==> config.mk <==
export PLATFORM = sky130hd
export DESIGN_NAME = pipelined_cla_adder_flat
export DESIGN_NICKNAME = d
export VERILOG_FILES = /design/src/rtl/pipelined_cla_adder_if.sv /design/src/rtl/pipelined_cla_adder.sv /design/src/flat_wrapper.sv
export SDC_FILE = /design/constraint.sdc
export NUM_CORES = 1
export LEC_CHECK = 0
export CAP_MARGIN = 10
export CELL_PAD_IN_SITES_DETAIL_PLACEMENT = 1
export CELL_PAD_IN_SITES_GLOBAL_PLACEMENT = 2
export CORE_UTILIZATION = 30
export DETAILED_ROUTE_END_ITERATION = 12
export PLACE_DENSITY_LB_ADDON = 0.1
export SLEW_MARGIN = 20
export SYNTH_ARGS = -nofsm -noshare
export SYNTH_HDL_FRONTEND = slang
export SYNTH_SLANG_ARGS = --single-unit
==> constraint.sdc <==
create_clock -name clk -period 4.83 [get_ports clk]
set_input_delay 0.966 -clock clk [delete_from_list [all_inputs] [get_ports clk]]
set_output_delay 0.966 -clock clk [all_outputs]
set_load 0.1 [all_outputs]
==> src/rtl/pipelined_cla_adder_if.sv <==
// Handshake and data bundle for pipelined_cla_adder: operand beat in, result beat out.
interface pipelined_cla_adder_if #(
    parameter int WIDTH = 16
);
    logic             in_valid;
    logic             in_ready;
    logic [WIDTH-1:0] a;
    logic [WIDTH-1:0] b;
    logic             carry_in;
    logic             sub;
    logic             out_valid;
    logic             out_ready;
    logic [WIDTH-1:0] sum;
    logic             carry_out;
    logic             overflow;
    logic             zero;

    modport master (
        output in_valid, a, b, carry_in, sub, out_ready,
        input  in_ready, out_valid, sum, carry_out, overflow, zero
    );

    modport slave (
        input  in_valid, a, b, carry_in, sub, out_ready,
        output in_ready, out_valid, sum, carry_out, overflow, zero
    );
endinterface

==> src/rtl/pipelined_cla_adder.sv <==
// Pipelined carry-lookahead adder/subtractor: one BLOCK-bit lookahead group per stage,
// group carries registered between stages, flags formed in the last stage.
module pipelined_cla_adder #(
    parameter int WIDTH = 16,
    parameter int BLOCK = 4
) (
    input logic                 clk,
    input logic                 rst,
    pipelined_cla_adder_if.slave bus
);
    localparam int NG = WIDTH / BLOCK;

    // Registered state of each stage; entry NG-1 drives the outputs.
    logic             v_q [NG];
    logic             c_q [NG];
    logic [WIDTH-1:0] a_q [NG];
    logic [WIDTH-1:0] b_q [NG];
    logic [WIDTH-1:0] s_q [NG];
    logic             ovf_q;
    logic             zero_q;

    logic             v_d [NG];
    logic             c_d [NG];
    logic [WIDTH-1:0] a_d [NG];
    logic [WIDTH-1:0] b_d [NG];
    logic [WIDTH-1:0] s_d [NG];
    logic             ovf_d;
    logic             zero_d;

    // Stage inputs: entry 0 is the conditioned operand beat, entry k the register of stage k-1.
    logic             v_x [NG];
    logic             c_x [NG];
    logic [WIDTH-1:0] a_x [NG];
    logic [WIDTH-1:0] b_x [NG];
    logic [WIDTH-1:0] s_x [NG];

    logic stall;

    assign stall        = bus.out_valid && !bus.out_ready;
    assign bus.in_ready = !stall;

    always_comb begin
        v_x[0] = bus.in_valid;
        a_x[0] = bus.a;
        b_x[0] = bus.sub ? ~bus.b : bus.b;
        c_x[0] = bus.carry_in ^ bus.sub;
        s_x[0] = '0;
        for (int k = 1; k < NG; k++) begin
            v_x[k] = v_q[k-1];
            a_x[k] = a_q[k-1];
            b_x[k] = b_q[k-1];
            c_x[k] = c_q[k-1];
            s_x[k] = s_q[k-1];
        end
    end

    always_comb begin
        logic [BLOCK-1:0] g;
        logic [BLOCK-1:0] p;
        logic [BLOCK:0]   c;
        logic             term;
        logic             prop;
        g      = '0;
        p      = '0;
        c      = '0;
        term   = 1'b0;
        prop   = 1'b0;
        ovf_d  = 1'b0;
        zero_d = 1'b0;
        for (int k = 0; k < NG; k++) begin
            g    = a_x[k][k*BLOCK +: BLOCK] & b_x[k][k*BLOCK +: BLOCK];
            p    = a_x[k][k*BLOCK +: BLOCK] ^ b_x[k][k*BLOCK +: BLOCK];
            c[0] = c_x[k];
            // Each carry is a flat sum of products of g/p and the group carry-in, not a chain.
            for (int i = 0; i < BLOCK; i++) begin
                term = g[i];
                prop = p[i];
                for (int j = i - 1; j >= 0; j--) begin
                    term = term | (prop & g[j]);
                    prop = prop & p[j];
                end
                c[i+1] = term | (prop & c_x[k]);
            end
            v_d[k]                     = v_x[k];
            a_d[k]                     = a_x[k];
            b_d[k]                     = b_x[k];
            c_d[k]                     = c[BLOCK];
            s_d[k]                     = s_x[k];
            s_d[k][k*BLOCK +: BLOCK]   = p ^ c[BLOCK-1:0];
            if (k == NG - 1) begin
                ovf_d  = c[BLOCK] ^ c[BLOCK-1];
                zero_d = (s_d[k] == '0);
            end
        end
    end

    // NOTE: sequential state uses non-blocking assignments so every stage samples the
    // previous stage's old value on the same edge; blocking here would collapse the pipeline.
    always_ff @(posedge clk or posedge rst) begin
        if (rst) begin
            // NOTE: data registers are reset as well as valids because the last stage drives
            // sum and the flags directly, and those must read 0 while reset is applied.
            for (int k = 0; k < NG; k++) begin
                v_q[k] <= 1'b0;
                c_q[k] <= 1'b0;
                a_q[k] <= '0;
                b_q[k] <= '0;
                s_q[k] <= '0;
            end
            ovf_q  <= 1'b0;
            zero_q <= 1'b0;
        end else if (!stall) begin
            for (int k = 0; k < NG; k++) begin
                v_q[k] <= v_d[k];
                c_q[k] <= c_d[k];
                a_q[k] <= a_d[k];
                b_q[k] <= b_d[k];
                s_q[k] <= s_d[k];
            end
            ovf_q  <= ovf_d;
            zero_q <= zero_d;
        end
    end

    assign bus.out_valid = v_q[NG-1];
    assign bus.sum       = s_q[NG-1];
    assign bus.carry_out = c_q[NG-1];
    assign bus.overflow  = ovf_q;
    assign bus.zero      = zero_q;
endmodule

==> src/flat_wrapper.sv <==
// flat-port wrapper written by rule: the top's interface ports become plain ports
module pipelined_cla_adder_flat 
#(
    parameter int WIDTH = 16,
    parameter int BLOCK = 4
)
  (clk, rst, bus_in_valid, bus_a, bus_b, bus_carry_in, bus_sub, bus_out_ready, bus_in_ready, bus_out_valid, bus_sum, bus_carry_out, bus_overflow, bus_zero);
  pipelined_cla_adder_if #(.WIDTH(WIDTH)) bus_i ();
  input logic clk;
  input logic rst;
  input wire logic [$bits(bus_i.in_valid)-1:0] bus_in_valid;
  input wire logic [$bits(bus_i.a)-1:0] bus_a;
  input wire logic [$bits(bus_i.b)-1:0] bus_b;
  input wire logic [$bits(bus_i.carry_in)-1:0] bus_carry_in;
  input wire logic [$bits(bus_i.sub)-1:0] bus_sub;
  input wire logic [$bits(bus_i.out_ready)-1:0] bus_out_ready;
  output wire logic [$bits(bus_i.in_ready)-1:0] bus_in_ready;
  output wire logic [$bits(bus_i.out_valid)-1:0] bus_out_valid;
  output wire logic [$bits(bus_i.sum)-1:0] bus_sum;
  output wire logic [$bits(bus_i.carry_out)-1:0] bus_carry_out;
  output wire logic [$bits(bus_i.overflow)-1:0] bus_overflow;
  output wire logic [$bits(bus_i.zero)-1:0] bus_zero;
  assign bus_i.in_valid = bus_in_valid;
  assign bus_i.a = bus_a;
  assign bus_i.b = bus_b;
  assign bus_i.carry_in = bus_carry_in;
  assign bus_i.sub = bus_sub;
  assign bus_i.out_ready = bus_out_ready;
  assign bus_in_ready = bus_i.in_ready;
  assign bus_out_valid = bus_i.out_valid;
  assign bus_sum = bus_i.sum;
  assign bus_carry_out = bus_i.carry_out;
  assign bus_overflow = bus_i.overflow;
  assign bus_zero = bus_i.zero;
  pipelined_cla_adder #(.WIDTH(WIDTH), .BLOCK(BLOCK)) u_core (.clk(clk), .rst(rst), .bus(bus_i));
endmodule
==> key figures <==
STA
  • Tcrit/Tclk final: 0.590
  • Clock Skew: 6.29 ps
  • Final Max Slew Viols: 0
  • Slew HR: 0.340
  • Slew @ Worst Pin: 991 ps
  • Tmin final: 2850 ps
  • RSZ-0062 raised after global routing: false
  • Final TNS setup: 0 ps
  • Peak Freq: ~350 MHz
  • Final setup viols: 0
  • Final hold vios: 0

Clock tree
  • Clk slew on worst S/H paths: 60 ps
  • Sink Count: slightly below 100
  • Postcts setup bufs: 0
  • Hold buffers post-CTS: 0
  • H-tree lvl count: 3
  • Max Root-Sink Buffers: 2
  • Num CTS Buffers: 9
  • CTS tree: done
  • Clock Latency Late Sink: 340 ps
  • Clock root cell: clkbuf_16
  • PostCTS Resize Cnt: 0

Final layout
  • Final #Nets: 571
  • N_diodes: 0
  • Fill cell count: 1577
  • Commonest non-fill, non-tap cell in the layout: nand2_1
  • Commonest non-fill, non-tap cells in the layout: nand2_1 (200), dfrtp_1 (98), clkdlybuf4s50_1 (57)
  • Layout area overhead: 24.2%
  • Layout cells sized above 1: 0.0598

Die
  • Die height: 122 um
  • Initial core utilization: 0.310
  • Core area: ~0.014 mm2
  • Top-level I/O count: 59
  • FP Rows: 43
  • Die X: between 100 and 150 um
  • Die Area: 0.0150 mm2

GRT
  • Grt ovf: 0
  • Largest net degree at the start of global routing: 98
  • GRT Overall Usage: 0.137
  • Global-route wire length before repair: 15800 um
  • Vias in the first global route: 3289
  • Initial antenna violation count: 0

Logic synthesis
  • Mapped Nets: about 520
  • Seq/Total Area, Yosys: 0.564
  • Top cells by area, synth: dfrtp_1 (56%), nand2_1 (17%), ha_1 (4.6%)
  • Number of flops mapped to enable cells by yosys: 0
  • Main flop type after synthesis: dfrtp_1
  • Post-synth top area cell: dfrtp_1
  • Synth warn: 0
  • Number of distinct library cells after synthesis: 32
  • Yosys reg bits: 98
  • Post-synth ARST share: 1.00
  • Post-synthesis cell area: about 0.0044 mm2
  • Syn_area_per_cell: between 9 and 10 um2
  • Mapped Cells: 463
  • Synth top area share: 0.564

Place
  • HPWL after DPL: 5860 um
  • Input/output buffers: 58
  • GP Congestion: ~0.67

Critical path
  • Buffers & Inverters on Critical Path: 1
  • Worst reg2reg endpoint: u_core.c_q[3]
  • R2R Setup Slk: 2960 ps
  • Path depth of the worst reg2reg path: 5
  • CP required: 3860 ps
  • WS Path Type: flop to output pin
  • Worst-path cell chain: clkdlybuf4s50_1
  • Maximum fanout along the worst path: 2
  • WP depth: 1
  • CP max-delay cell: clkdlybuf4s50_1
  • Crit path arrival time: 1890 ps
  • CP delay by family, top: buffers and inverters
  • CP peak stage delay: between 1000 and 1500 ps
  • Critical R2R Launch: u_core.bus.out_valid
  • Crit end category: output pin
  • Startpoint Class: flop

Detailed routing
  • Routed Antenna Nets: 0
  • Pre-Repair DR Iteration Count: 4
  • Total Routed Length: 9130 um
  • Residual DRC: 0
  • Wire length per cell: 13.1 um
  • Initial DRC count: 100
  • Vias/cell: 4.43
  • DR vias: 3095

Job
  • MaxCap Viol Count: 0

Hold path
  • Hold WC Path Type: flop to flop
  • Hold path cells: 2
  • Worst hold start: u_core.b_d[28]
  • Hold endpoint: u_core.b_d[28]

Power and ir drop
  • Power per cell area: 731 mW/mm2
  • Peak VDD IR: 281 uV
  • Leak: 0.00260 uW
  • Power Total: 3950 uW

Run status
  • Status: finished clean
[per-layer routing]
metal  GRT usage  up-vias  share of wire  routed length, um
met5           0        -              0                  0
met4      0.0617        0          0.019                177
met3      0.0232       11          0.030                274
met2       0.217       47           0.45               4060
met1       0.184     1484           0.51               4610
li1            -     1553              -                  -
[report_power, final]
group,switching (uW),internal (uW),leakage (uW)
combinational,1230,575,0.00127
clock,310,427,0.000151
sequential,221,1190,0.00118
total,1760,2190,0.00260
[synthesized netlist by cell type, types with 2 or more instances]
cell,instances
nor2_1,14
inv_1,15
clkbuf_1,11
a21o_1,3
nand2b_1,2
dfrtp_1,98
a21oi_1,16
a21oi_2,2
ha_1,16
buf_2,11
fa_1,4
o21ai_0,23
nand2_1,200
xor2_1,10
nor4_1,2
a211oi_1,2
o21bai_1,2
xnor2_1,18
[registers in the layout (all words and copies together), names as in the netlist]
signal	count
u_core.c_q	3
u_core.bus.out_valid	1
u_core.bus.sum	16
u_core.bus.zero	1
u_core.v_d	3
u_core.b_d	24
u_core.s_d	24
u_core.bus.overflow	1
u_core.bus.carry_out	1
u_core.a_d	24
[kinds of logic (layout without fill, tap and decap cells)]
| group | Yosys count | after routing | share of synthesized area |
|---|---|---|---|
| xor gates and xnor gates | 29 | 29 | 0.0601 |
| DFF | 98 | 98 | 0.564 |
| and+or+nand+nor | 223 | 223 | 0.198 |
| buffers and inverters | 39 | 94 | 0.0385 |
| muxes | 2 | 2 | 0.00489 |
| AOI/OAI and AO/OA | 52 | 52 | 0.0707 |
| adders and majority gates | 20 | 20 | 0.0644 |
[layout make-up]
class | count | area (um2) | share of cell area
clock buffers | 11 | 253 | 0.0468
flip-flops and latches | 98 | 2450 | 0.454
well taps | 180 | 225 | 0.0417
repair buffers | 62 | 621 | 0.115
multi-input cells | 326 | 1740 | 0.322
clock inverters | 5 | 52.6 | 0.00972
inverters | 16 | 62.6 | 0.0116
[metrics by stage]
stage	cell area (um2)	instances	hold WS [ps]	util	worst slack (ps)
6_report	5410	698	465	0.385	1980
5_1_grt	5410	698	488	0.385	1930
4_1_cts	5410	698	472	0.385	1950
3_5_place_dp	5100	682	453	0.363	1750
3_3_place_gp	5100	682	448	0.363	1810
2_1_floorplan	4350	463	430	-	1300
[worst max-delay path by stage]
stage | start | to | slack [ps]
6_report | u_core.bus.sum[12] | bus_sum[12] | 1980
5_1_grt | u_core.bus.sum[12] | bus_sum[12] | 1930
4_1_cts | u_core.bus.sum[12] | bus_sum[12] | 1950
3_5_place_dp | bus_sub | u_core.s_d[35] | 1750
3_3_place_gp | bus_sub | u_core.s_d[35] | 1810
2_1_floorplan | rst | u_core.a_d[12] | 1300
Note: power is estimated with default switching activity, not from simulation.
==> RTL edit (same flow settings) <==
`WIDTH` is set to 16 in 3 places; all go to 8.
--- a/src/rtl/pipelined_cla_adder_if.sv
+++ b/src/rtl/pipelined_cla_adder_if.sv
@@ -1,6 +1,6 @@
 // Handshake and data bundle for pipelined_cla_adder: operand beat in, result beat out.
 interface pipelined_cla_adder_if #(
-    parameter int WIDTH = 16
+    parameter int WIDTH = 8
 );
     logic             in_valid;
     logic             in_ready;
--- a/src/rtl/pipelined_cla_adder.sv
+++ b/src/rtl/pipelined_cla_adder.sv
@@ -1,7 +1,7 @@
 // Pipelined carry-lookahead adder/subtractor: one BLOCK-bit lookahead group per stage,
 // group carries registered between stages, flags formed in the last stage.
 module pipelined_cla_adder #(
-    parameter int WIDTH = 16,
+    parameter int WIDTH = 8,
     parameter int BLOCK = 4
 ) (
     input logic                 clk,
--- a/src/flat_wrapper.sv
+++ b/src/flat_wrapper.sv
@@ -1,7 +1,7 @@
 // flat-port wrapper written by rule: the top's interface ports become plain ports
 module pipelined_cla_adder_flat 
 #(
-    parameter int WIDTH = 16,
+    parameter int WIDTH = 8,
     parameter int BLOCK = 4
 )
   (clk, rst, bus_in_valid, bus_a, bus_b, bus_carry_in, bus_sub, bus_out_ready, bus_in_ready, bus_out_valid, bus_sum, bus_carry_out, bus_overflow, bus_zero);
Interface: changed (resized bus_a, bus_b and bus_sum); port bits go from 59 to 35. No check against the original RTL was run, so the function may have changed too.
==> RTL edit against the unedited design <==
- non-clock buffer count decreased by 26
- worst setup slack worse by 0.24 ns
- sequential share of layout area fell by 9.4 points
- synthesized area decreased by 69%
- final area fell by 67%
- combinational power fell by 71%
- register-to-register slack worse by 0.18 ns
- routed wire length down 67%
- global-route usage rose by 0.77 points
- power fell by 74%
- sequential cell count fell by 72
- largest cell class unchanged
==> RTL edit: results (changes against the unedited design) <==
place_area_um2: 1740  # -66%
cts_buffers: 3  # -6
power.internal_uw: 528  # -76%
status: "finished clean"
ctsResizeCount: 0  # unchanged
synthFlopType: "dfrtp_1"
cts_root_buf: "clkbuf_8"
skew_ns: 0.00493  # -0.00136 ns
clkTransAtPathRegs_ns: 0.09  # +0.03 ns
grt_pass1_wl_um: 4970  # -69%
ys_types: 26  # -19%
ys_top_cells_by_count: "nand2_1, dfrtp_1, o21ai_0"
post_drt_wl_per_cell_um: 13.6  # +4.1%
num_vias: 1038  # -66%
async_flop_share_pct: 100  # unchanged
holdWs_ns: 0.479  # +0.0140 ns
htree_levels: 1  # -2
hpwl_um: 2260  # -61%
syn_nets: 170  # -67%
min_period_ns: 3.09  # +0.240 ns
cp_max_fo: 26  # +24
yosysWarnings: 0  # unchanged
min_path_type: "flip-flop to flip-flop"
clk_latency_ns: 0.27  # -0.07 ns
cts_buffer_depth: 2  # unchanged
leakage_nw: 0.817  # -69%
drt_pass1_iterations: 2  # -2
fin_nets: 205  # -64%
ys_seq_area_share_pct: 48.4  # -8.0 points
worst_pin_slew_ns: 0.977  # -0.0139 ns
cp_data_arrival_time_ns: 2.13  # +0.24 ns
synth_area_leaders: "dfrtp_1, nand2_1, ha_1"
io_buffers: 34  # -41%
grt_pass1_vias: 1066  # -68%
cts_setup_buffers: 0  # unchanged
gp_congestion: 0.700  # +3.7%
finalHoldViolCount: 0  # unchanged
gr-usage-all-layers_pct: 14.5  # +0.77 points
detailedRoute.firstIterationViolations: 23  # -77%
grt_max_degree: 27  # -72%
n_antenna_cell: 0  # unchanged
antenna_found_initial: 0  # unchanged
post-place-ws_ns: 1.62  # -0.135 ns
largest_reg_flops: 8
drive_gt1_share_pct: 6.98  # +0.99 points
rrSetupSlack_ns: 2.78  # -0.18 ns
peakVddDrop_uv: 166  # -41%
RTL edit: changes by cell type after synthesis, sizes merged, moves of 3 or more:
cell,delta
dfrtp,-72
nand2,-164
a21oi,-10
xnor2,-13
o21ai,-14
inv,-10
clkbuf,-9
ha,-8
buf,-8
a21o,-3
nor2,-5
RTL edit: worst paths after layout:
path,startpoint,endpoint,cells after the start
max reg2reg,u_core.b_d[4],u_core.bus.zero,5
max in group asynchronous,rst,u_core.s_d[3],2
min reg2reg,u_core.bus.sum[1],u_core.bus.sum[1],2
max,bus_out_ready,bus_in_ready,5
min in group asynchronous,rst,u_core.b_d[5],2
min,u_core.bus.sum[1],u_core.bus.sum[1],2
RTL edit: cell type report:
class                   count  area [um2]
repair buffers             36         365
inverters                   7        26.3
well taps                  50        62.6
multi-input cells          99         634
clock inverters             1        30.0
flip-flops and latches     26         651
clock buffers               3        41.3
fillers                   481        2330
RTL edit: per-stage QoR:
stage	utilization [%]	cells
2_1_floorplan	-	138
3_3_place_gp	42.0	218
3_5_place_dp	42.0	218
4_1_cts	43.7	222
5_1_grt	43.7	222
6_report	43.7	222
RTL edit: worst max-delay path: stages:
cell and delay (ns):
clkdlybuf4s50_1 0.40, nor2b_1 0.11, buf_4 0.27, clkinv_1 0.17, buf_12 0.20
RTL edit: cells by family after synthesis:
group                      count (synthesis)  share of synthesized area (%)
DFF                                       26                           48.4
and+or+nand+nor                           51                           16.3
adders and majority gates                 10                           10.4
AOI/OAI and AO/OA                         22                           9.40
muxes                                      1                          0.744
buffers and inverters                     13                           4.46
xor gates and xnor gates                  15                           10.3
RTL edit: power by group through the flow:
stage | Combinational [mW] | Sequential (mW) | Clock [mW]
floorplan | 0.137 | 0.562 | 0
global placement | 0.513 | 0.312 | 0
detailed placement | 0.521 | 0.316 | 0
CTS | 0.524 | 0.312 | 0.186
global route | 0.553 | 0.320 | 0.193
finish | 0.516 | 0.311 | 0.181
RTL edit: metal layers:
layer | GRT usage [%] | vias up | part of all wire [%]
met4 | 5.36 | 0 | 0.89
met3 | 1.48 | 2 | 3.3
met5 | 0 | - | 0
met1 | 18.1 | 502 | 44
li1 | - | 511 | -
met2 | 25.5 | 23 | 52
